**src/rtl/report_encoder.sv**
```systemverilog
// rtl/report_encoder.sv - terminal report (DSR / DECRQM) response byte generator
//
// Turns one report request into an escape-sequence byte stream for the host
// transmitter. All request inputs are captured at acceptance.
//
// Ports:
//   clk, rst          clock, synchronous active-high reset
//   req_valid/ready   request handshake (ready only when idle)
//   req_kind[1:0]     0 status, 1 cursor position, 2 DEC mode, 3 ANSI mode
//   req_param[7:0]    mode number for kinds 2/3
//   cursor_row/col    0-based cursor position (reported 1-based, 9-bit)
//   term_mode[5:0]    {origin_mode, auto_wrap, insert_mode, line_feed,
//                      cursor_blinking, cursor_visibility} (origin_mode = MSB)
//   tx_data/valid/ready  response byte stream
//   busy              response in progress
module report_encoder (
  input  logic       clk,
  input  logic       rst,
  input  logic       req_valid,
  output logic       req_ready,
  input  logic [1:0] req_kind,
  input  logic [7:0] req_param,
  input  logic [7:0] cursor_row,
  input  logic [7:0] cursor_col,
  input  logic [5:0] term_mode,
  output logic [7:0] tx_data,
  output logic       tx_valid,
  input  logic       tx_ready,
  output logic       busy
);

  typedef enum logic [3:0] {
    IDLE, ESC, CSI, PRIV, ARG1, SEMI, ARG2, DOLLAR, FINAL
  } state_t;

  state_t     r_state;
  state_t     w_next;
  logic [1:0] r_kind;
  logic [8:0] r_arg1;   // first decimal field value
  logic [8:0] r_arg2;   // second field: column, or Ps (0/1/2) for mode queries
  logic [1:0] r_dig;    // digit being emitted: 2 hundreds, 1 tens, 0 ones

  logic       w_accept;
  logic [8:0] w_row1;
  logic [8:0] w_col1;
  logic [1:0] w_ps;
  logic [8:0] w_arg1_in;
  logic [8:0] w_arg2_in;
  logic [8:0] w_val;
  logic [1:0] w_hund;
  logic [6:0] w_rem;
  logic [3:0] w_tens;
  logic [3:0] w_ones;
  logic [3:0] w_digit;

  // Index of the most significant non-zero digit (0 still gets one digit).
  function automatic logic [1:0] first_idx(input logic [8:0] v);
    if (v >= 9'd100)     return 2'd2;
    else if (v >= 9'd10) return 2'd1;
    else                 return 2'd0;
  endfunction

  assign req_ready = (r_state == IDLE);
  assign busy      = !req_ready;
  assign tx_valid  = (r_state != IDLE);
  assign w_accept  = req_valid && req_ready;

  assign w_row1 = {1'b0, cursor_row} + 9'd1;
  assign w_col1 = {1'b0, cursor_col} + 9'd1;

  // Ps: 1 = set, 2 = reset, 0 = mode not recognised for this query kind.
  always_comb begin
    w_ps = 2'd0;
    if (req_kind == 2'd2) begin
      case (req_param)
        8'd6:    w_ps = term_mode[5] ? 2'd1 : 2'd2;
        8'd7:    w_ps = term_mode[4] ? 2'd1 : 2'd2;
        8'd12:   w_ps = term_mode[1] ? 2'd1 : 2'd2;
        8'd25:   w_ps = term_mode[0] ? 2'd1 : 2'd2;
        default: w_ps = 2'd0;
      endcase
    end else if (req_kind == 2'd3) begin
      case (req_param)
        8'd4:    w_ps = term_mode[3] ? 2'd1 : 2'd2;
        8'd20:   w_ps = term_mode[2] ? 2'd1 : 2'd2;
        default: w_ps = 2'd0;
      endcase
    end
  end

  always_comb begin
    case (req_kind)
      2'd0:    w_arg1_in = 9'd0;
      2'd1:    w_arg1_in = w_row1;
      default: w_arg1_in = {1'b0, req_param};
    endcase
    w_arg2_in = (req_kind == 2'd1) ? w_col1 : {7'd0, w_ps};
  end

  // Decimal digit split of the field currently being emitted.
  assign w_val = (r_state == ARG2) ? r_arg2 : r_arg1;

  always_comb begin
    if (w_val >= 9'd200) begin
      w_hund = 2'd2;
      w_rem  = 7'(w_val - 9'd200);
    end else if (w_val >= 9'd100) begin
      w_hund = 2'd1;
      w_rem  = 7'(w_val - 9'd100);
    end else begin
      w_hund = 2'd0;
      w_rem  = 7'(w_val);
    end
    w_tens = 4'd0;
    for (int k = 1; k < 10; k++) begin
      if (w_rem >= 7'(k * 10)) w_tens = 4'(k);
    end
    w_ones = 4'(w_rem - 7'(w_tens) * 7'd10);
    case (r_dig)
      2'd2:    w_digit = {2'b00, w_hund};
      2'd1:    w_digit = w_tens;
      default: w_digit = w_ones;
    endcase
  end

  always_comb begin
    w_next  = r_state;
    tx_data = 8'h00;
    case (r_state)
      IDLE: if (w_accept) w_next = ESC;
      ESC: begin
        tx_data = 8'h1B;
        if (tx_ready) w_next = CSI;
      end
      CSI: begin
        tx_data = 8'h5B;
        if (tx_ready) w_next = (r_kind == 2'd2) ? PRIV : ARG1;
      end
      PRIV: begin
        tx_data = 8'h3F;
        if (tx_ready) w_next = ARG1;
      end
      ARG1: begin
        tx_data = 8'h30 + {4'h0, w_digit};
        if (tx_ready && r_dig == 2'd0) w_next = (r_kind == 2'd0) ? FINAL : SEMI;
      end
      SEMI: begin
        tx_data = 8'h3B;
        if (tx_ready) w_next = ARG2;
      end
      ARG2: begin
        tx_data = 8'h30 + {4'h0, w_digit};
        if (tx_ready && r_dig == 2'd0) w_next = (r_kind == 2'd1) ? FINAL : DOLLAR;
      end
      DOLLAR: begin
        tx_data = 8'h24;
        if (tx_ready) w_next = FINAL;
      end
      FINAL: begin
        tx_data = (r_kind == 2'd0) ? 8'h6E : (r_kind == 2'd1) ? 8'h52 : 8'h79;
        if (tx_ready) w_next = IDLE;
      end
      default: w_next = IDLE;
    endcase
  end

  always_ff @(posedge clk) begin
    if (rst) begin
      r_state <= IDLE;
      r_kind  <= 2'd0;
      r_arg1  <= 9'd0;
      r_arg2  <= 9'd0;
      r_dig   <= 2'd0;
    end else begin
      r_state <= w_next;
      if (w_accept) begin
        r_kind <= req_kind;
        r_arg1 <= w_arg1_in;
        r_arg2 <= w_arg2_in;
        r_dig  <= first_idx(w_arg1_in);
      end else if (tx_ready) begin
        case (r_state)
          SEMI:       r_dig <= first_idx(r_arg2);
          ARG1, ARG2: if (r_dig != 2'd0) r_dig <= r_dig - 2'd1;
          default:    ;
        endcase
      end
    end
  end

endmodule
```
**config.mk**
```make
export PLATFORM = sky130hd
export DESIGN_NAME = report_encoder
export DESIGN_NICKNAME = d
export VERILOG_FILES = /design/src/rtl/report_encoder.sv
export SDC_FILE = /design/constraint.sdc
export NUM_CORES = 1
export LEC_CHECK = 0
export ABC_CLOCK_PERIOD_IN_PS = 5300
export BUFFER_PORTS_ARGS = -buffer_cell sky130_fd_sc_hd__buf_4
export CAP_MARGIN = 20
export CORE_AREA = 10 10 82 84
export DETAILED_ROUTE_END_ITERATION = 8
export DIE_AREA = 0 0 92 94
export PLACE_DENSITY = 0.76
export REMOVE_ABC_BUFFERS = 1
export SYNTH_ARGS = -nofsm -noshare
export SYNTH_HDL_FRONTEND = slang
export SYNTH_SLANG_ARGS = --single-unit
```
**constraint.sdc**
```tcl
create_clock -name clk -period 5.3 [get_ports clk]
set_input_delay 0.265 -clock clk [delete_from_list [all_inputs] [get_ports clk]]
set_output_delay 0.265 -clock clk [all_outputs]
set_load 0.1 [all_outputs]
```
After elaboration in Yosys (flattened, before gate mapping)

Cells that the tools add are included.

Register bits after elaboration: 26
Input port bits: 36
Output and inout port bits: 11
Logic and storage cells: 124

$add $sub $neg: 7
Multipliers: 1
$lt $le $gt $ge: 15
Equal/unequal tests: 31
Muxes and demuxes: 51
Reductions and logical operators: 14

Operator list:

| kind                | count |
|---|---|
| $mux 4              | 19 |
| $pmux 7 s7          | 1 |
| $pmux 4 s9          | 1 |
| $mux 2              | 14 |
| $ge 9x7->1 const B  | 3 |
| $eq 8x3->1 const B  | 3 |
| $ge 7x6->1 const B  | 3 |
| $ge 7x7->1 const B  | 3 |
| $add 8x1->9 const B | 2 |
| $ge 9x4->1 const B  | 2 |
| $mux 9              | 2 |
| $pmux 9 s2          | 1 |
| $eq 4x3->1 const B  | 4 |
| $eq 8x5->1 const B  | 2 |
| $ge 7x5->1 const B  | 2 |
| $mux 7              | 2 |
| $ne 2x2->1 const B  | 7 |
| $sub 7x7->7 const B | 2 |
| $mux 6              | 2 |
| $ge 9x8->1 const B  | 1 |
| $reduce_and 9->1    | 1 |
| $eq 2x2->1 const B  | 4 |
| $eq 4x2->1 const B  | 2 |
| $eq 8x4->1 const B  | 1 |
| 24 further kinds    | 35 |

Longest topological paths before layout

Gate-level depths: netlist of run 1.

Word-level depth: 20
Gate-level depth with buffers: 22
Depth with buffers taken out: 19

Least setup slack after synthesis of run 1

Ideal clock, no wire load.

Kind: reg2out
Start point: register r_state[3]
End point: output port tx_data[3]
Arrival time: 6428 ps
Data required time: 5035 ps
Setup slack: -1393 ps
Stages on the path, launching flop included: 23
Buffers on the path: 4
Cells stage by stage: dfxtp_1 -> buf_6 -> and4bb_1 -> buf_6 -> buf_2 -> mux2_2 -> ha_1 -> nor4b_1 -> or4_4 -> a211o_4 -> and4_4 -> nor3_4 -> buf_6 -> nor4_1 -> a31oi_1 -> a31oi_1 -> nor2_1 -> ha_1 -> inv_1 -> fa_1 -> xnor2_1 -> and4_1 -> nor3_1

Longest elaborated chain between the ends: 20
Elaborated cells between the ends (all ways): 41
Classes of those cells: add/sub: 4; mul: 1; order compare: 11; eq/ne: 8; mux: 16; reduce/logical: 1

RTL lines:

| what                                      | RTL line | source |
|---|---|---|
| from (decl)                               | 36       | `state_t r_state;` |
| from (signal assigned)                    | 175      | `r_state <= w_next;` |
| $eq 4x3->1                                | 101, 129 |  |
| $mux 9                                    | 101      | `assign w_val = (r_state == ARG2) ? r_arg2 : r_arg1;` |
| $ge 9x7->1 or $sub 7x7->7 (tied branches) | 107, 109 |  |
| $mux 7                                    | 107      | `end else if (w_val >= 9'd100) begin` |
| $mux 7                                    | 104      | `if (w_val >= 9'd200) begin` |
| $ge 7x4->1                                | 116      | `if (w_rem >= 7'(k * 10)) w_tens = 4'(k);` |
| $mux 1                                    | 116      |  |
| $mux 4 (8 in a row)                       | 116      |  |
| $mul 4x3->3                               | 118      | `w_ones = 4'(w_rem - 7'(w_tens) * 7'd10);` |
| $sub 4x4->4                               | 118      |  |
| $pmux 4 s2                                | 119      | `case (r_dig)` |
| $add 6x4->7                               | 144, 152 |  |
| $pmux 7 s7 *                              | 129      | `case (r_state)` |
| to (decl)                                 | 26       | `output logic [7:0] tx_data,` |

Mark *: on every way between the ends. The rest lies on a longest branch, timed or not.

Final worst setup path of run 1

Start point: register r_state[0]
End point: output port tx_data[3]

The elaborated chain is that of the path after synthesis.

==> results of run 1 <==
-- metrics by stage --
stage          setup TNS (ps)  instance area (um^2)
6_report                    0                  3410
5_1_grt                 -58.4                  3410
4_1_cts                     0                  3270
3_5_place_dp                0                  3220
3_3_place_gp                0                  3220
2_1_floorplan          -12280                  2730
-- layout make-up --
cell class,count,area [um^2]
multi-input cells,332,2220
inverters,15,58.8
flip-flops and latches,26,520
repair buffers,59,465
fillers,479,1670
well taps,70,87.6
clock buffers,4,55.1
-- Yosys cell counts, types with 4 or more instances --
cell                       count
sky130_fd_sc_hd__a211oi_1      8
sky130_fd_sc_hd__a21oi_1      28
sky130_fd_sc_hd__a221oi_1      5
sky130_fd_sc_hd__a22oi_1       6
sky130_fd_sc_hd__a31oi_1       6
sky130_fd_sc_hd__buf_2         5
sky130_fd_sc_hd__clkbuf_1     12
sky130_fd_sc_hd__dfxtp_1      26
sky130_fd_sc_hd__ha_1          8
sky130_fd_sc_hd__inv_1        15
sky130_fd_sc_hd__mux2i_1      13
sky130_fd_sc_hd__nand2_1      30
sky130_fd_sc_hd__nand2b_1      4
sky130_fd_sc_hd__nand3_1      14
sky130_fd_sc_hd__nand4_1       5
sky130_fd_sc_hd__nor2_1       63
sky130_fd_sc_hd__nor2b_1       5
sky130_fd_sc_hd__nor3_1       27
sky130_fd_sc_hd__nor4_1        4
sky130_fd_sc_hd__o21ai_0      17
sky130_fd_sc_hd__or3_1         5
sky130_fd_sc_hd__xnor2_1       7
sky130_fd_sc_hd__xor2_1        7
-- worst min path at each step --
stage,from,slack (ps),cells after the start,end
after CTS,req_kind[0],290,3,r_kind[0]
final,req_kind[0],290,3,r_kind[0]
after global routing,req_kind[0],300,3,r_kind[0]
after detailed placement,r_arg1[1],510,2,r_arg1[1]
after global placement,r_arg1[1],510,2,r_arg1[1]
after floorplan,rst,330,1,r_kind[0]
-- cell usage in the layout, fill, tap and decap left out, types with 11 or more instances in the layout --
cell type	count
sky130_fd_sc_hd__nor2_1	62
sky130_fd_sc_hd__buf_4	56
sky130_fd_sc_hd__nand2_1	30
sky130_fd_sc_hd__a21oi_1	27
sky130_fd_sc_hd__nor3_1	26
sky130_fd_sc_hd__dfxtp_1	26
sky130_fd_sc_hd__o21ai_0	17
sky130_fd_sc_hd__inv_1	14
sky130_fd_sc_hd__nand3_1	13
sky130_fd_sc_hd__mux2i_1	11
-- registers in the layout, summed over array words and instances, names as in the netlist --
| signal | flops |
|---|---|
| r_dig | 2 |
| r_kind | 2 |
| r_state | 4 |
| r_arg1 | 9 |
| r_arg2 | 9 |
-- critical path: stages, from the launching register on --
cell and delay (ps):
sky130_fd_sc_hd__dfxtp_1 320, sky130_fd_sc_hd__and4bb_2 360, sky130_fd_sc_hd__mux2_4 350, sky130_fd_sc_hd__ha_2 190, sky130_fd_sc_hd__nor4b_1 130, sky130_fd_sc_hd__or4_4 460, sky130_fd_sc_hd__a211o_4 390, sky130_fd_sc_hd__and4_4 200
sky130_fd_sc_hd__nor3_4 300, sky130_fd_sc_hd__nand3_1 140, sky130_fd_sc_hd__a21oi_2 170, sky130_fd_sc_hd__a2111oi_2 70, sky130_fd_sc_hd__nor2_1 130, sky130_fd_sc_hd__ha_1 150, sky130_fd_sc_hd__inv_1 50, sky130_fd_sc_hd__fa_1 370
sky130_fd_sc_hd__xnor2_1 160, sky130_fd_sc_hd__and4_1 220, sky130_fd_sc_hd__nor3_2 160, sky130_fd_sc_hd__clkbuf_8 260
-- cell families after synthesis --
logic type / synth area share
compound gates: 0.276
xor+xnor: 0.0486
fa+ha+maj: 0.0490
buf+inv: 0.0639
flops: 0.182
mux: 0.0573
other cells: 0.00131
simple gates: 0.322
-- routing by layer --
| metal | part of all wire | up-vias |
|---|---|---|
| met3 | 0.059 | 6 |
| met5 | 0 | - |
| met1 | 0.47 | 1448 |
| met4 | 0.0071 | 0 |
| met2 | 0.47 | 124 |
| li1 | - | 1560 |
-- repair_timing --
item | in CTS | in global routing
gates resized for setup | 0 | 22
endpoints found under the hold margin | 0 | 0
setup endpoints to repair | 0 | 3
buffers inserted | 0 | 6
-- power by group through the flow --
stage	clock network, uW	registers [uW]	logic, uW
floorplan	0	295	1150
global placement	0	289	1460
detailed placement	0	290	1490
CTS	128	285	1490
global route	140	294	1730
finish	128	288	1600
==> qor_table.md, run 1 <==
| Parameter | Reported |
|---|---|
| Horizontal extent of the die | 92 um |
| Growth of design area from synthesis to finish | 19.3% |
| Synthesized cell area | 2860 um^2 |
| Switch Pwr | 1180 uW |
| Number of search-and-repair iterations in the first detailed-routing pass | 5 |
| Post-synthesis async set-or-reset flop share | 0 |
| Startpoint type of the worst setup path | flop |
| Clk slew on worst S/H paths | 90 ps |
| Die outline area | 8650 um^2 |
| Power density over the cells | 591 nW/um^2 |
| Total DRC errors in the routed layout | 0 |
| Aggregate global routing overflow | 0 |
| Endpoint required time on the critical path | 5040 ps |
| Final Power | 2010 uW |
| Starting DRC count in detailed routing | 194 |
| Outcome | finished clean |
| Total routing resource utilization after global routing | 0.173 |
| Post-layout util | 0.672 |
| Met1 Usage GRT | 0.232 |
| Share of post-route cells with drive strength above 1 | 0.232 |
| Terminus of the critical flop-to-flop path | r_dig[0] |
| Synth Register Bits | 26 |
| Final Instance Count excl. Fillers | 506 |
| Top-level I/O count | 47 |
| Number of maximum-capacitance constraint violations | 0 |
| Final period utilization | 0.965 |
| Aggregate routed wire length | 7.90 mm |
| Type of element capturing the critical path | output pin |
| Avg Vias per Cell | 6.20 |
| Placed cell count | 496 |
| # nets final | 482 |
| Number of endpoints failing setup at the final stage | 0 |
| Number of pins with negative max-slew slack in the final report | 0 |
| Internal power of the cells | 836 uW |
| Later-pin clock latency in the skew report | 270 ps |
| Number of instances in the synthesized netlist | 397 |
| Launch point of the worst reg-to-reg path | r_state[2] |
| Main area contributors after synthesis | sky130_fd_sc_hd__dfxtp_1 (18%), sky130_fd_sc_hd__nor2_1 (8.3%), sky130_fd_sc_hd__a21oi_1 (4.9%) |
| Reg-to-reg slack, setup | 2370 ps |
| Placement-stage worst setup slack | 327 ps |
| Most common flop cell mapped by yosys | sky130_fd_sc_hd__dfxtp_1 |
| Combinational group share of total power | 0.793 |
| Initial antenna violation count | 0 |
| Clk network pwr share | 0.064 |
| Post-synthesis cell type with the largest combined area | sky130_fd_sc_hd__dfxtp_1 |
| TritonCTS clock tree | built |
| Count of cells along the worst register-to-register path | 8 |
| Clk sinks | 26 |
| Crit path launch | r_state[0] |
| Met2 GRT Util | 0.285 |
| Fmax achieved | 196 MHz |
| Largest fanout of any net on the critical path | 7 |
| Portion of total power attributed to sequential cells | 0.143 |
| Number of buffers added by the clock tree synthesis step | 3 |
| Number of levels the H-tree was split into | 1 |
| Path type of the worst setup path | flop to output pin |
| Peak-usage layer in the global routing report | met2 |
| Worst hold margin | 290 ps |
| DPL Wire Length | 6.02 mm |
| Vias | 3,138 |
| Maximum number of pins on one net before global-route repair | 28 |
| Leakage power | 0.00127 uW |
| Final period demand of the worst path | 5110 ps |
| Maximum root-to-sink buffer count | 2 |
| Wire per inst | 15.6 um |
| Max-Slew Margin vs Limit | 0.436 |
| Core Rows | 26 |
| Max rail drop VDD | 470 uV |
| Core Box Area | 5070 um^2 |
| Measured slew at the worst slew-check pin | 844 ps |
| Input/output buffers | 45 |
| Residual antenna-violating net count after detailed routing | 0 |
| Final number of hold-violating endpoints | 0 |
| Register area share after synthesis | 0.182 |
| Crit path to | tx_data[3] |
| Root buf cell | sky130_fd_sc_hd__clkbuf_8 |
| Least setup slack across all paths after layout | 186 ps |
| Starting utilization of the core area | 0.563 |
| Net switching fraction of the power | 0.585 |
| Cts hold-fix bufs | 0 |
| Distinct cell type count of the synthesized netlist | 78 |
| Met3 Resource Use GR | 0.0248 |
| Final estimated routing congestion in global placement | 0.871 |
| Diode insertion count for antenna repair | 0 |
| Die height | 94 um |
| Post-synth EDFFs | 0 |
| Synth warnings | 0 |
| Number of global-route vias before repair | 2,822 |
| Fraction of post-synthesis cell area in the top cell type by area | 0.182 |
| Worst clock skew | 2.46 ps |
| Mean area per synthesized cell | 7.20 um^2 |
| Worst path arrival time | 4850 ps |
| Hold Path Class | primary input to flop |
| Global-route wire length before repair | 13.0 mm |
Note: power is estimated with default switching activity, not from simulation.
==> inputs of run 2 (changes only) <==
PLACE_DENSITY = 0.77   (was 0.76)
RECOVER_POWER = 50   (was unset)
==> qor_table.md, run 2 (synthesized netlist as in run 1, its figures left out) <==
| Parameter | Reported | Change |
|---|---|---|
| Net switching fraction of the power | 0.594 | +0.00868 |
| Initial antenna violation count | 0 | unchanged |
| Post-Route Setup TNS | 0 ps | unchanged |
| Leakage power | 0.00122 uW | -3.6% |
| Final period demand of the worst path | 5160 ps | +48.3 ps |
| Combinational group share of total power | 0.800 | +0.007 |
| Aggregate global routing overflow | 0 | unchanged |
| Horizontal extent of the die | 92 um | unchanged |
| Largest fanout of any net on the critical path | 7 | unchanged |
| Path type of the worst setup path | flop to output pin |  |
| Reg-to-reg slack, setup | 2400 ps | +30 ps |
| Endpoint required time on the critical path | 5040 ps | about the same |
| Total DRC errors in the routed layout | 0 | unchanged |
| Share of post-route cells with drive strength above 1 | 0.213 | -0.0182 |
| Worst path arrival time | 4900 ps | +50 ps |
| Met3 Resource Use GR | 0.0256 | +0.000799 |
| Starting utilization of the core area | 0.563 | unchanged |
| Total routing resource utilization after global routing | 0.175 | +0.00137 |
| Fmax achieved | 194 MHz | -0.94% |
| Standard cell with the maximum stage delay on the critical path | sky130_fd_sc_hd__or4_4 |  |
| Crit-path max cell delay | 460 ps | about the same |
| Wire per inst | 15.6 um | -0.22% |
| Measured slew at the worst slew-check pin | 1170 ps | +329 ps |
| Vias | 3,139 | +0.032% |
| Cts hold-fix bufs | 0 | unchanged |
| Worst hold path startpoint | req_kind[0] |  |
| Internal power of the cells | 809 uW | -3.2% |
| Worst hold margin | 284 ps | -6.04 ps |
| Final number of hold-violating endpoints | 0 | unchanged |
| Hold path endpoint | r_kind[0] |  |
| Die height | 94 um | unchanged |
| Met1 Usage GRT | 0.226 | -0.00531 |
| Type of element capturing the critical path | output pin |  |
| TritonCTS clock tree | built |  |
| Most common cell after layout, fill and taps aside | sky130_fd_sc_hd__nor2_1 |  |
| Hold-critical path depth | 3 | unchanged |
| Number of buffers added by the clock tree synthesis step | 3 | unchanged |
| Later-pin clock latency in the skew report | 260 ps | about the same |
| Terminus of the critical flop-to-flop path | r_dig[0] |  |
| Count of cells along the worst register-to-register path | 8 | unchanged |
| Global-route wire length before repair | 13.1 mm | +0.64% |
| Maximum number of pins on one net before global-route repair | 28 | unchanged |
| Launch point of the worst reg-to-reg path | r_state[2] |  |
| Final estimated routing congestion in global placement | 0.950 | +9.0% |
| Clk sinks | 26 | unchanged |
| Number of maximum-capacitance constraint violations | 0 | unchanged |
| Outcome | finished clean |  |
| Largest registers | r_arg1 x9, r_arg2 x9, r_state x4 |  |
| Root buf cell | sky130_fd_sc_hd__clkbuf_8 |  |
| Maximum root-to-sink buffer count | 2 | unchanged |
| Avg Vias per Cell | 6.27 | +1.0% |
| Switch Pwr | 1180 uW | +0.33% |
| Met2 GRT Util | 0.289 | +0.00412 |
| Max-Slew Margin vs Limit | 0.221 | -0.215 |
| Ordered list of cells on the worst path | and4bb_4, mux2_4, ha_2, nor4b_1, or4_4, a211o_4, and4_4, nor3_4, nand3_1, a21oi_2, a2111oi_4, nor2_1, ha_1, inv_1, fa_2, xnor2_2, and4_1, nor3_2, clkbuf_8 |  |
| Diode insertion count for antenna repair | 0 | unchanged |
| Core Rows | 26 | unchanged |
| Input/output buffers | 45 | unchanged |
| Portion of total power attributed to sequential cells | 0.145 | +0.002 |
| Clk network pwr share | 0.054 | -0.010 |
| Number of levels the H-tree was split into | 1 | unchanged |
| # nets final | 478 | -0.83% |
| Power density over the cells | 596 nW/um^2 | +0.90% |
| Number of search-and-repair iterations in the first detailed-routing pass | 5 | unchanged |
| Top-level I/O count | 47 | unchanged |
| Number of endpoints failing setup at the final stage | 0 | unchanged |
| Number of pins with negative max-slew slack in the final report | 0 | unchanged |
| Number of global-route vias before repair | 2,878 | +2.0% |
| Core Box Area | 5070 um^2 | unchanged |
| Die outline area | 8650 um^2 | unchanged |
| DPL Wire Length | 6.07 mm | +0.77% |
| Hold Path Class | primary input to flop |  |
| Peak-usage layer in the global routing report | met2 |  |
| Commonest cells after routing, fill and taps aside | sky130_fd_sc_hd__nor2_1 (61), sky130_fd_sc_hd__buf_4 (47), sky130_fd_sc_hd__nand2_1 (30) |  |
| Startpoint type of the worst setup path | flop |  |
| Worst clock skew | 2.54 ps | +0.0754 ps |
| Final period utilization | 0.974 | +0.00911 |
| Max rail drop VDD | 586 uV | +25% |
| Growth of design area from synthesis to finish | 16.8% |  |
| Aggregate routed wire length | 7.80 mm | -1.2% |
| Residual antenna-violating net count after detailed routing | 0 | unchanged |
| Starting DRC count in detailed routing | 229 | +18% |
| Clk slew on worst S/H paths | 80 ps | about the same |
| Setup repair after global routing missed its margin | yes |  |
[run 2: cell types whose count changed in the layout (fill, tap and decap cells not counted), sizes merged]
cell    previous run  this run
clkbuf             5        10
buf               58        48
[run 2: area by class of cell]
class / instances / area, um^2
clock buffer: 3 / 41.3
fill: 469 / 1730
inverter: 15 / 56.3
multi-input combinational: 332 / 2230
sequential: 26 / 520
tap: 70 / 87.6
timing repair buffer: 55 / 400
[run 2: stage by stage]
| step | setup slack (ps) | total power [uW] | util | instance area [um^2] | instances |
|---|---|---|---|---|---|
| finish | 137 | 1990 | 0.658 | 3340 | 501 |
| global route | -35.0 | 2130 | 0.658 | 3340 | 501 |
| CTS | 4.51 | 1900 | 0.643 | 3260 | 499 |
| detailed placement | 327 | 1780 | 0.634 | 3220 | 496 |
| global placement | 423 | 1760 | 0.634 | 3220 | 496 |
| floorplan | -1750 | 1450 | - | 2730 | 373 |
[run 2: worst max-delay path by stage]
stage | to | slack (ps) | cells after the start | start
3_5_place_dp | tx_data[3] | 330 | 19 | r_state[3]
2_1_floorplan | tx_data[3] | -1750 | 18 | r_state[2]
5_1_grt | tx_data[1] | -30 | 18 | r_state[0]
4_1_cts | tx_data[3] | 5 | 19 | r_state[3]
6_report | tx_data[3] | 140 | 19 | r_state[0]
3_3_place_gp | tx_data[3] | 420 | 19 | r_state[3]
[run 2: worst max-delay path, delay by kind of cell (launching register included)]
kind            cells  cell delay, ps
flops               1             320
buf+inv             2             310
fa+ha+maj           3             700
simple gates        9            2120
compound gates      3             680
xor+xnor            1             160
mux                 1             330
[run 2: routing by layer]
layer	wire [um]	up-vias
li1	-	1545
met1	3720	1464
met2	3540	117
met3	384	13
met4	164	0
met5	0	-
[run 2: timing repair]
action / 4_1_cts / 5_1_grt
setup buffers: 0 / 2
setup endpoints to repair: 1 / 3
resized for setup: 1 / 20
pin swaps: 0 / 9
gates cloned: 0 / 0
[run 2: power by group through the flow]
stage / clock network, uW / registers, uW / logic, uW
final: 108 / 289 / 1590
after global routing: 120 / 295 / 1720
after CTS: 109 / 285 / 1500
after detailed placement: 0 / 290 / 1490
after global placement: 0 / 289 / 1470
after floorplan: 0 / 295 / 1150
